**config.mk**
```make
export PLATFORM = sky130hd
export DESIGN_NAME = sd_block_arbiter
export DESIGN_NICKNAME = d
export VERILOG_FILES = /design/src/rtl/sd_block_arbiter.sv
export SDC_FILE = /design/constraint.sdc
export NUM_CORES = 1
export LEC_CHECK = 0
export ABC_AREA = 1
export CELL_PAD_IN_SITES_DETAIL_PLACEMENT = 1
export CELL_PAD_IN_SITES_GLOBAL_PLACEMENT = 1
export CORE_AREA = 2 2 126 128
export CTS_CLUSTER_SIZE = 8
export DETAILED_ROUTE_END_ITERATION = 12
export DIE_AREA = 0 0 128 130
export GPL_TIMING_DRIVEN = 0
export PLACE_DENSITY_LB_ADDON = 0.3
export SLEW_MARGIN = 40
export SYNTH_ARGS = -nofsm -noshare
export SYNTH_HDL_FRONTEND = slang
export SYNTH_SLANG_ARGS = --single-unit
```
**constraint.sdc**
```tcl
create_clock -name clk -period 2.3 [get_ports clk]
set_input_delay 0.46 -clock clk [delete_from_list [all_inputs] [get_ports clk]]
set_output_delay 0.46 -clock clk [all_outputs]
set_load 0.05 [all_outputs]
```
**src/rtl/sd_block_arbiter.sv**
```systemverilog
// Round-robin arbiter sharing the host SD block channel between NUM_REQ requesters.
// Optional ISSUE-phase ack timeout is enabled with `define SD_BLOCK_ARBITER_TIMEOUT_EN.
module sd_block_arbiter #(
   parameter int          NUM_REQ        = 4,
   parameter int          IDX_W          = 2,
   parameter logic [23:0] TIMEOUT_CYCLES = 24'hFFFFFF
) (
   input  logic                    clk,
   input  logic                    reset,
   input  logic [NUM_REQ-1:0]      req_rd,
   input  logic [NUM_REQ-1:0]      req_wr,
   input  logic [32*NUM_REQ-1:0]   req_lba,
   input  logic [8*NUM_REQ-1:0]    req_buff_din,
   output logic [NUM_REQ-1:0]      req_ack,
   output logic [31:0]             sd_lba,
   output logic                    sd_rd,
   output logic                    sd_wr,
   input  logic                    sd_ack,
   output logic [7:0]              sd_buff_din,
   output logic                    busy,
   output logic [IDX_W-1:0]        grant_id,
   output logic                    timeout_err
);

   typedef enum logic [1:0] {
      ST_IDLE  = 2'd0,
      ST_ISSUE = 2'd1,
      ST_XFER  = 2'd2
   } state_t;

   localparam logic [IDX_W:0] NUM_REQ_W = (IDX_W+1)'(NUM_REQ);

   // Modulo-NUM_REQ add; NUM_REQ need not be a power of two.
   function automatic logic [IDX_W-1:0] wrap_add(input logic [IDX_W-1:0] base,
                                                 input logic [IDX_W:0]   off);
      logic [IDX_W:0] sum;
      sum = {1'b0, base} + off;
      if (sum >= NUM_REQ_W) begin
         sum = sum - NUM_REQ_W;
      end else begin
         sum = sum;
      end
      return sum[IDX_W-1:0];
   endfunction

   state_t           state_q;
   logic [IDX_W-1:0] rr_ptr_q;
   logic [IDX_W-1:0] grant_id_q;
   logic [31:0]      sd_lba_q;
   logic             sd_rd_q;
   logic             sd_wr_q;
   logic             busy_q;
   logic             last_ack_q;
   logic             timeout_err_q;
   logic [IDX_W-1:0] rr_ptr_d;
   logic             any_req_s;
   logic [IDX_W-1:0] win_idx_s;
   logic [IDX_W-1:0] cand_s;

   // Descending scan so the nearest requester at or after rr_ptr wins.
   always_comb begin
      any_req_s = 1'b0;
      win_idx_s = '0;
      cand_s    = '0;
      for (int k = NUM_REQ - 1; k >= 0; k--) begin
         cand_s = wrap_add(rr_ptr_q, (IDX_W+1)'(k));
         if (req_rd[cand_s] | req_wr[cand_s]) begin
            any_req_s = 1'b1;
            win_idx_s = cand_s;
         end else begin
            any_req_s = any_req_s;
         end
      end
   end

   assign rr_ptr_d = wrap_add(grant_id_q, (IDX_W+1)'(1));

   // Ack goes only to the holder of the grant.
   always_comb begin
      req_ack = '0;
      for (int i = 0; i < NUM_REQ; i++) begin
         req_ack[i] = sd_ack & busy_q & (grant_id_q == IDX_W'(i));
      end
   end

   assign sd_buff_din = busy_q ? req_buff_din[8*grant_id_q +: 8] : 8'h00;

`ifdef SD_BLOCK_ARBITER_TIMEOUT_EN
   logic [23:0] to_cnt_q;

   // Grant FSM with ISSUE-phase abort when the host never acks.
   always_ff @(posedge clk or posedge reset) begin
      if (reset) begin
         state_q       <= ST_IDLE;
         rr_ptr_q      <= '0;
         grant_id_q    <= '0;
         sd_lba_q      <= 32'h0;
         sd_rd_q       <= 1'b0;
         sd_wr_q       <= 1'b0;
         busy_q        <= 1'b0;
         last_ack_q    <= 1'b0;
         timeout_err_q <= 1'b0;
         to_cnt_q      <= 24'h0;
      end else begin
         last_ack_q    <= sd_ack;
         timeout_err_q <= 1'b0;
         case (state_q)
            ST_IDLE: begin
               if (any_req_s) begin
                  grant_id_q <= win_idx_s;
                  sd_lba_q   <= req_lba[32*win_idx_s +: 32];
                  sd_wr_q    <= req_wr[win_idx_s];
                  sd_rd_q    <= req_rd[win_idx_s] & ~req_wr[win_idx_s];
                  busy_q     <= 1'b1;
                  to_cnt_q   <= 24'h0;
                  state_q    <= ST_ISSUE;
               end
            end
            ST_ISSUE: begin
               if (sd_ack) begin
                  sd_rd_q <= 1'b0;
                  sd_wr_q <= 1'b0;
                  state_q <= ST_XFER;
               end else if (to_cnt_q == TIMEOUT_CYCLES - 24'd1) begin
                  sd_rd_q       <= 1'b0;
                  sd_wr_q       <= 1'b0;
                  timeout_err_q <= 1'b1;
                  busy_q        <= 1'b0;
                  rr_ptr_q      <= rr_ptr_d;
                  state_q       <= ST_IDLE;
               end else begin
                  to_cnt_q <= to_cnt_q + 24'd1;
               end
            end
            ST_XFER: begin
               if (last_ack_q && !sd_ack) begin
                  rr_ptr_q <= rr_ptr_d;
                  busy_q   <= 1'b0;
                  state_q  <= ST_IDLE;
               end
            end
            default: begin
               sd_rd_q <= 1'b0;
               sd_wr_q <= 1'b0;
               busy_q  <= 1'b0;
               state_q <= ST_IDLE;
            end
         endcase
      end
   end
`else
   logic timeout_unused_s;
   assign timeout_unused_s = ^TIMEOUT_CYCLES;

   // Grant FSM; ISSUE waits for the host ack indefinitely.
   always_ff @(posedge clk or posedge reset) begin
      if (reset) begin
         state_q       <= ST_IDLE;
         rr_ptr_q      <= '0;
         grant_id_q    <= '0;
         sd_lba_q      <= 32'h0;
         sd_rd_q       <= 1'b0;
         sd_wr_q       <= 1'b0;
         busy_q        <= 1'b0;
         last_ack_q    <= 1'b0;
         timeout_err_q <= 1'b0;
      end else begin
         last_ack_q    <= sd_ack;
         timeout_err_q <= 1'b0;
         case (state_q)
            ST_IDLE: begin
               if (any_req_s) begin
                  grant_id_q <= win_idx_s;
                  sd_lba_q   <= req_lba[32*win_idx_s +: 32];
                  sd_wr_q    <= req_wr[win_idx_s];
                  sd_rd_q    <= req_rd[win_idx_s] & ~req_wr[win_idx_s];
                  busy_q     <= 1'b1;
                  state_q    <= ST_ISSUE;
               end
            end
            ST_ISSUE: begin
               if (sd_ack) begin
                  sd_rd_q <= 1'b0;
                  sd_wr_q <= 1'b0;
                  state_q <= ST_XFER;
               end
            end
            ST_XFER: begin
               if (last_ack_q && !sd_ack) begin
                  rr_ptr_q <= rr_ptr_d;
                  busy_q   <= 1'b0;
                  state_q  <= ST_IDLE;
               end
            end
            default: begin
               sd_rd_q <= 1'b0;
               sd_wr_q <= 1'b0;
               busy_q  <= 1'b0;
               state_q <= ST_IDLE;
            end
         endcase
      end
   end
`endif

   assign sd_lba      = sd_lba_q;
   assign sd_rd       = sd_rd_q;
   assign sd_wr       = sd_wr_q;
   assign busy        = busy_q;
   assign grant_id    = grant_id_q;
   assign timeout_err = timeout_err_q;

endmodule

```
==> flow_metrics.py, run 1 <==
metrics = {
    "status": {
        "outcome": "finished clean",
    },
    "grt": {
        "grt_max_degree": 40,
        "grt_pass1_wl_um": 24200,
        "antenna_found_initial": 0,
        "grt_pass1_vias": 4767,
        "grt_usage_pct": 18.3,
        "grt_overflow": 0,
    },
    "synth": {
        "yosysWarnings": 0,
        "synth_most_common_cell": "nand2_1",
        "ys_ff_latch": 42,
        "synth-edff-count": 0,
        "syn_area_per_cell_um2": 5.64,
        "synth_ff_type": "dfrtp_1",
        "ys_types": 23,
        "synthTopCellsByArea": "nand2_1 32%, dfrtp_1 29%, nand3_1 12%",
        "synth.largest_area_cell": "nand2_1",
        "synth_common_cells": "310 x nand2_1, 84 x nand3_1, 64 x inv_1, 51 x nor2_1, 42 x dfrtp_1",
        "syn-num-nets": 815,
        "synth.top_cell.area_share_pct": 32.2,
        "syn_area_um2": 3610,
        "synthCells": 640,
        "async_flop_share_pct": 100,
        "ys_seq_area_share_pct": 29.1,
    },
    "pwr": {
        "vdd_ir_drop_max_v": 0.000751,
        "p_clk_share_pct": 7.3,
        "power_density_nw_per_um2": 1530,
        "p_seq_share_pct": 14.0,
        "internal-power_uw": 4170,
        "comb_power_share_pct": 78.7,
        "leakagePower_uw": 0.00324,
        "p_sw_uw": 5600,
        "switching_share_pct": 57.3,
    },
    "critical_path": {
        "cp_num_buf_inv": 3,
        "end_kind": "output port",
        "critical-path-slowest-cell": "o21ai_0",
        "path_cells": "clkbuf_4, inv_4, o21ai_0, a21oi_4, buf_4",
        "r2r_slack_ns": 0.19,
        "reg2reg_depth": 15,
        "arrival_ns": 1.73,
        "worstPathRequired_ns": 1.84,
        "max_stage_delay_ns": 0.43,
        "cp_max_fo": 10,
        "critPathLaunchType": "flip-flop",
        "r2r_end": "sd_lba[31]",
        "critical_path_class": "reg2out",
        "cp_top_family": "compound AO/OA/AOI/OAI gates",
        "r2r-start": "rr_ptr_q[0]",
    },
    "cells_and_area": {
        "drive_gt1_share_pct": 10.4,
        "nNetsFinal": 1042,
        "syn_to_final_growth_pct": 77.0,
        "final_area_um2": 6390,
        "diodes": 0,
    },
    "sta": {
        "fin_crit_sh_pct": 95.0,
        "worst_slew_pin_slew_ns": 0.688,
        "fin_worst_skew_ns": 0.00821,
        "hold_violations": 0,
        "fmax_mhz": 457,
        "min_period_ns": 2.19,
        "maxSlewHeadroom_pct": 54.1,
        "final_max_slew_viol_count": 0,
        "setup_viol": 0,
        "fin_setup_tns_ns": 0,
    },
    "drt": {
        "vias_per_cell": 4.50,
        "drtPass1Iterations": 4,
        "drc": 0,
        "ant_nets": 0,
        "wirelength_um": 15600,
        "drt_iter0_drc": 145,
        "num_vias": 4775,
        "wl_per_cell_um": 14.7,
    },
    "place": {
        "gp_congestion": 0.806,
        "placed_cell_area_um2": 6170,
        "hpwl_um": 12400,
        "portBuffers": 219,
    },
    "min_path": {
        "hp-class": "in2async",
    },
    "job": {
        "cap_violations": 0,
    },
    "clock_tree": {
        "postCtsHoldBufs": 0,
        "ctsHtreeMaxLevel": 2,
        "cts_max_path_buffers": 2,
        "cts-root-buf": "clkbuf_16",
        "cts_num_sinks": 42,
        "cts_tree": "done",
        "path_clk_slew_ns": 0.07,
        "clock_latency_ns": 0.29,
        "cts_buffers": 5,
    },
    "floorplan": {
        "rows": 46,
        "die_area_um2": 16600,
        "start_util_pct": 23.4,
        "die_y_um": 130,
        "die_w_um": 128,
        "ioPinCount": 221,
        "coreArea_um2": 15400,
    },
}
timing repair:
item,4_1_cts,5_1_grt
gates resized for setup,92,37
gates cloned,0,0
pin swaps,0,2
setup endpoints to repair,49,49
buffers inserted,0,0
stage by stage:
stage | setup slack [ns] | cells | power (uW) | hold slack (ns) | util (%)
floorplan | 0.0139 | 640 | 6480 | 0.491 | -
global placement | -0.706 | 1051 | 8850 | 0.466 | 39.8
detailed placement | -0.722 | 1052 | 8950 | 0.467 | 40.0
CTS | 0.00273 | 1060 | 9790 | 0.385 | 41.0
global route | -0.0180 | 1060 | 10700 | 0.386 | 41.4
finish | 0.114 | 1060 | 9770 | 0.383 | 41.4
power groups by stage:
stage	clock network [uW]	registers, uW	logic [uW]
floorplan	0	2390	4090
global placement	0	1370	7480
finish	715	1370	7690
global route	765	1420	8480
detailed placement	0	1370	7590
CTS	735	1370	7690
layer usage:
metal / track usage, % / wire length [um] / vias to the layer above
met5: 0 / 0 / -
met4: 3.68 / 196 / 0
met3: 3.85 / 899 / 14
met2: 32.4 / 7640 / 122
met1: 23.0 / 6840 / 2231
li1: - / - / 2408
cells in the final DEF (no fill, tap or decap), types with 4 or more instances in the layout:
cell               n
nand2_1          310
clkdlybuf4s50_1  201
nand3_1           84
inv_1             61
nor2_1            44
dfrtp_1           40
buf_4             16
o21ai_1           12
o21ai_0           10
buf_6              9
buf_2              9
a21oi_4            8
nor2_2             7
clkbuf_4           6
nand2_2            5
clkbuf_16          5
inv_2              4
ha_1               4
dlymetal6s2s_1     4
worst max-delay path by stage:
stage                 from        endpoint  slack, ns  cells after the start
4_1_cts        grant_id[1]      req_ack[1]      0.003                      6
3_5_place_dp   grant_id[0]  sd_buff_din[6]      -0.72                      7
5_1_grt          req_rd[2]      sd_lba[30]      -0.02                     14
2_1_floorplan  grant_id[1]      req_ack[1]       0.01                      5
6_report       grant_id[0]  sd_buff_din[2]       0.11                      5
3_3_place_gp   grant_id[0]  sd_buff_din[6]      -0.71                      6
sequential cells by signal (all words and copies together), names as in the netlist:
signal      cells
busy            1
sd_lba         32
grant_id        2
sd_wr           1
rr_ptr_q        2
sd_rd           1
state_q         2
last_ack_q      1
area by class of cell:
| cell class | instances | area (um2) |
|---|---|---|
| fillers | 2001 | 9030 |
| multi-input cells | 498 | 2240 |
| repair buffers | 220 | 2190 |
| flip-flops and latches | 42 | 1050 |
| plain buffers | 33 | 265 |
| inverters | 67 | 256 |
| well taps | 192 | 240 |
| clock buffers | 5 | 125 |
| clock inverters | 3 | 21.3 |
cells by family after synthesis:
kind of cell	synth area share (%)
adder cells (fa/ha/maj)	1.39
flip-flops	29.1
other	0.104
AND/OR/NAND/NOR	51.2
AO/OA/AOI/OAI	5.62
buffers and inverters	12.5
Power figures use the tool's default switching activity.
==> inputs of run 2 (changes only) <==
Settings changed: CTS_CLUSTER_SIZE 8 to 28.
==> results of run 2 <==
No change in the layout: final DEF, timing and power equal those of run 1.
==> inputs of run 3 (changes only) <==
Settings changed: SETUP_SLACK_MARGIN set to 0.15.
==> flow_metrics.py, run 3 (synthesis gave the netlist of run 1 again) <==
metrics = {
    "status": {
        "outcome": "finished clean",
    },
    "drt": {
        "wl_per_cell_um": 14.5,
        "wirelength_um": 15600,
        "num_vias": 4824,
        "drtPass1Iterations": 4,
        "drc": 0,
        "drt_iter0_drc": 117,
        "ant_nets": 0,
        "vias_per_cell": 4.49,
    },
    "job": {
        "cap_violations": 0,
    },
    "grt": {
        "grt_overflow": 0,
        "grt_max_degree": 38,
        "antenna_found_initial": 0,
        "grt_pass1_wl_um": 24000,
        "grt_usage_pct": 18.0,
        "grt_pass1_vias": 4826,
    },
    "pwr": {
        "power_density_nw_per_um2": 1540,
        "vdd_ir_drop_max_v": 0.000987,
        "leakagePower_uw": 0.00334,
    },
    "place": {
        "portBuffers": 219,
        "gp_congestion": 0.808,
        "placed_cell_area_um2": 6180,
        "hpwl_um": 12400,
    },
    "floorplan": {
        "die_y_um": 130,
        "die_area_um2": 16600,
        "ioPinCount": 221,
        "rows": 46,
        "coreArea_um2": 15400,
        "start_util_pct": 23.4,
        "die_w_um": 128,
    },
    "clock_tree": {
        "cts_max_path_buffers": 2,
        "clock_latency_ns": 0.28,
        "ctsHtreeMaxLevel": 2,
        "cts_num_sinks": 42,
        "cts_buffers": 5,
        "cts_tree": "done",
        "cts-root-buf": "clkbuf_16",
        "path_clk_slew_ns": 0.06,
    },
    "sta": {
        "fin_worst_skew_ns": 0.00545,
        "fin_setup_tns_ns": 0,
        "whs_ns": 0.403,
        "rsz0062_at_grt": "no",
        "maxSlewHeadroom_pct": 52.1,
        "setup_viol": 0,
        "final_max_slew_viol_count": 0,
        "fin_crit_sh_pct": 90.3,
        "hold_violations": 0,
        "fmax_mhz": 481,
        "min_period_ns": 2.08,
        "worst_slew_pin_slew_ns": 0.717,
    },
    "critical_path": {
        "critPathLaunch": "grant_id[0]",
        "cp_num_buf_inv": 3,
        "arrival_ns": 1.62,
        "cp_common_cell": "nor2_1",
        "max_stage_delay_ns": 0.44,
        "path_cells": "buf_8, clkbuf_8, nor2_1, nor2_1, o21ai_1, a21oi_4, buf_4",
        "critical-path-slowest-cell": "dfrtp_2",
        "critical_path_class": "reg2out",
        "critPathLaunchType": "flip-flop",
        "cp_max_fo": 10,
        "r2r-start": "rr_ptr_q[0]",
        "end_kind": "output port",
        "cp_top_family": "buffers and inverters",
        "worstPathRequired_ns": 1.84,
    },
    "min_path": {
        "hp-class": "in2async",
    },
    "cells_and_area": {
        "largest_reg_flops": 32,
        "diodes": 0,
        "multi_input_area_um2": 2300,
        "n_fill_cell": 1994,
        "final_common_cell": "nand2_1",
        "nNetsFinal": 1057,
        "final_area_um2": 6640,
        "drive_gt1_share_pct": 13.4,
        "layout.cells.most_common_list": "305 x nand2_1, 199 x clkdlybuf4s50_1, 82 x nand3_1",
        "seq_area_um2": 1060,
        "syn_to_final_growth_pct": 83.8,
    },
}
==> run 3: cell types whose count changed in the layout (fill, tap and decap cells not counted), sizes merged <==
cell	delta
clkinv	-1
clkdlybuf4s50	-2
buf	+23
clkbuf	-6
dlymetal6s2s	-1
clkinvlp	-1
dlygate4sd2	+3
==> run 3: through the flow <==
stage	util, %	power [uW]	instances	setup WS (ns)
detailed placement	40.0	8940	1052	-0.686
global placement	39.9	8820	1051	-0.688
floorplan	-	6500	640	0.152
CTS	41.7	10000	1062	0.150
finish	43.0	10200	1075	0.223
global route	43.0	11200	1075	0.108
==> run 3: path summary, 6_finish.rpt <==
check | to | cells after the start | slack (ns)
setup / recovery | sd_buff_din[0] | 7 | 0.22
hold / removal | sd_lba[8] | 2 | 0.40
setup reg to reg | sd_lba[26] | 11 | 0.27
hold reg to reg | sd_lba[19] | 2 | 0.48
max in group asynchronous | grant_id[0] | 3 | 1.49
min in group clk | sd_lba[19] | 2 | 0.48
==> run 3: area by class of cell <==
cell class	count	share of cell area, %
buffer	33	4.56
multi-input combinational	498	34.6
sequential	42	15.9
inverter	67	4.02
tap	192	3.62
clock buffer	7	2.15
timing repair buffer	235	35.1
clock inverter	1	0.0754
==> run 3: routing by layer <==
layer / routed length [um] / track usage, % / vias to the layer above / share of wire (%)
li1: - / - / 2436 / -
met1: 6710 / 22.0 / 2249 / 43
met2: 7930 / 33.5 / 129 / 51
met3: 759 / 3.12 / 10 / 4.9
met4: 158 / 3.17 / 0 / 1.0
met5: 0 / 0 / - / 0
==> run 3: worst reg2reg max path: stages (launching register included) <==
cell     delay (ns)
dfrtp_2        0.45
buf_4          0.16
o21ai_2        0.06
nand2_1        0.11
nand2_2        0.11
nand2_2        0.12
o31ai_4        0.39
buf_4          0.19
nor2_4         0.04
buf_6          0.15
nand2_1        0.08
nand3_1        0.07
==> run 3: repair_timing <==
action	in CTS	in global routing
hold buffers	0	0
setup buffers	2	13
endpoints found under the hold margin	0	0
gates resized for setup	131	40
setup endpoints to repair	50	47
pin swaps	4	11
gates cloned	0	0
==> run 3: where the power goes <==
part	switching, uW	leakage, uW	internal (uW)
sequential	255	0.000511	1130
combinational	5140	0.00276	3000
clock	289	0.0000739	431
total	5680	0.00334	4560
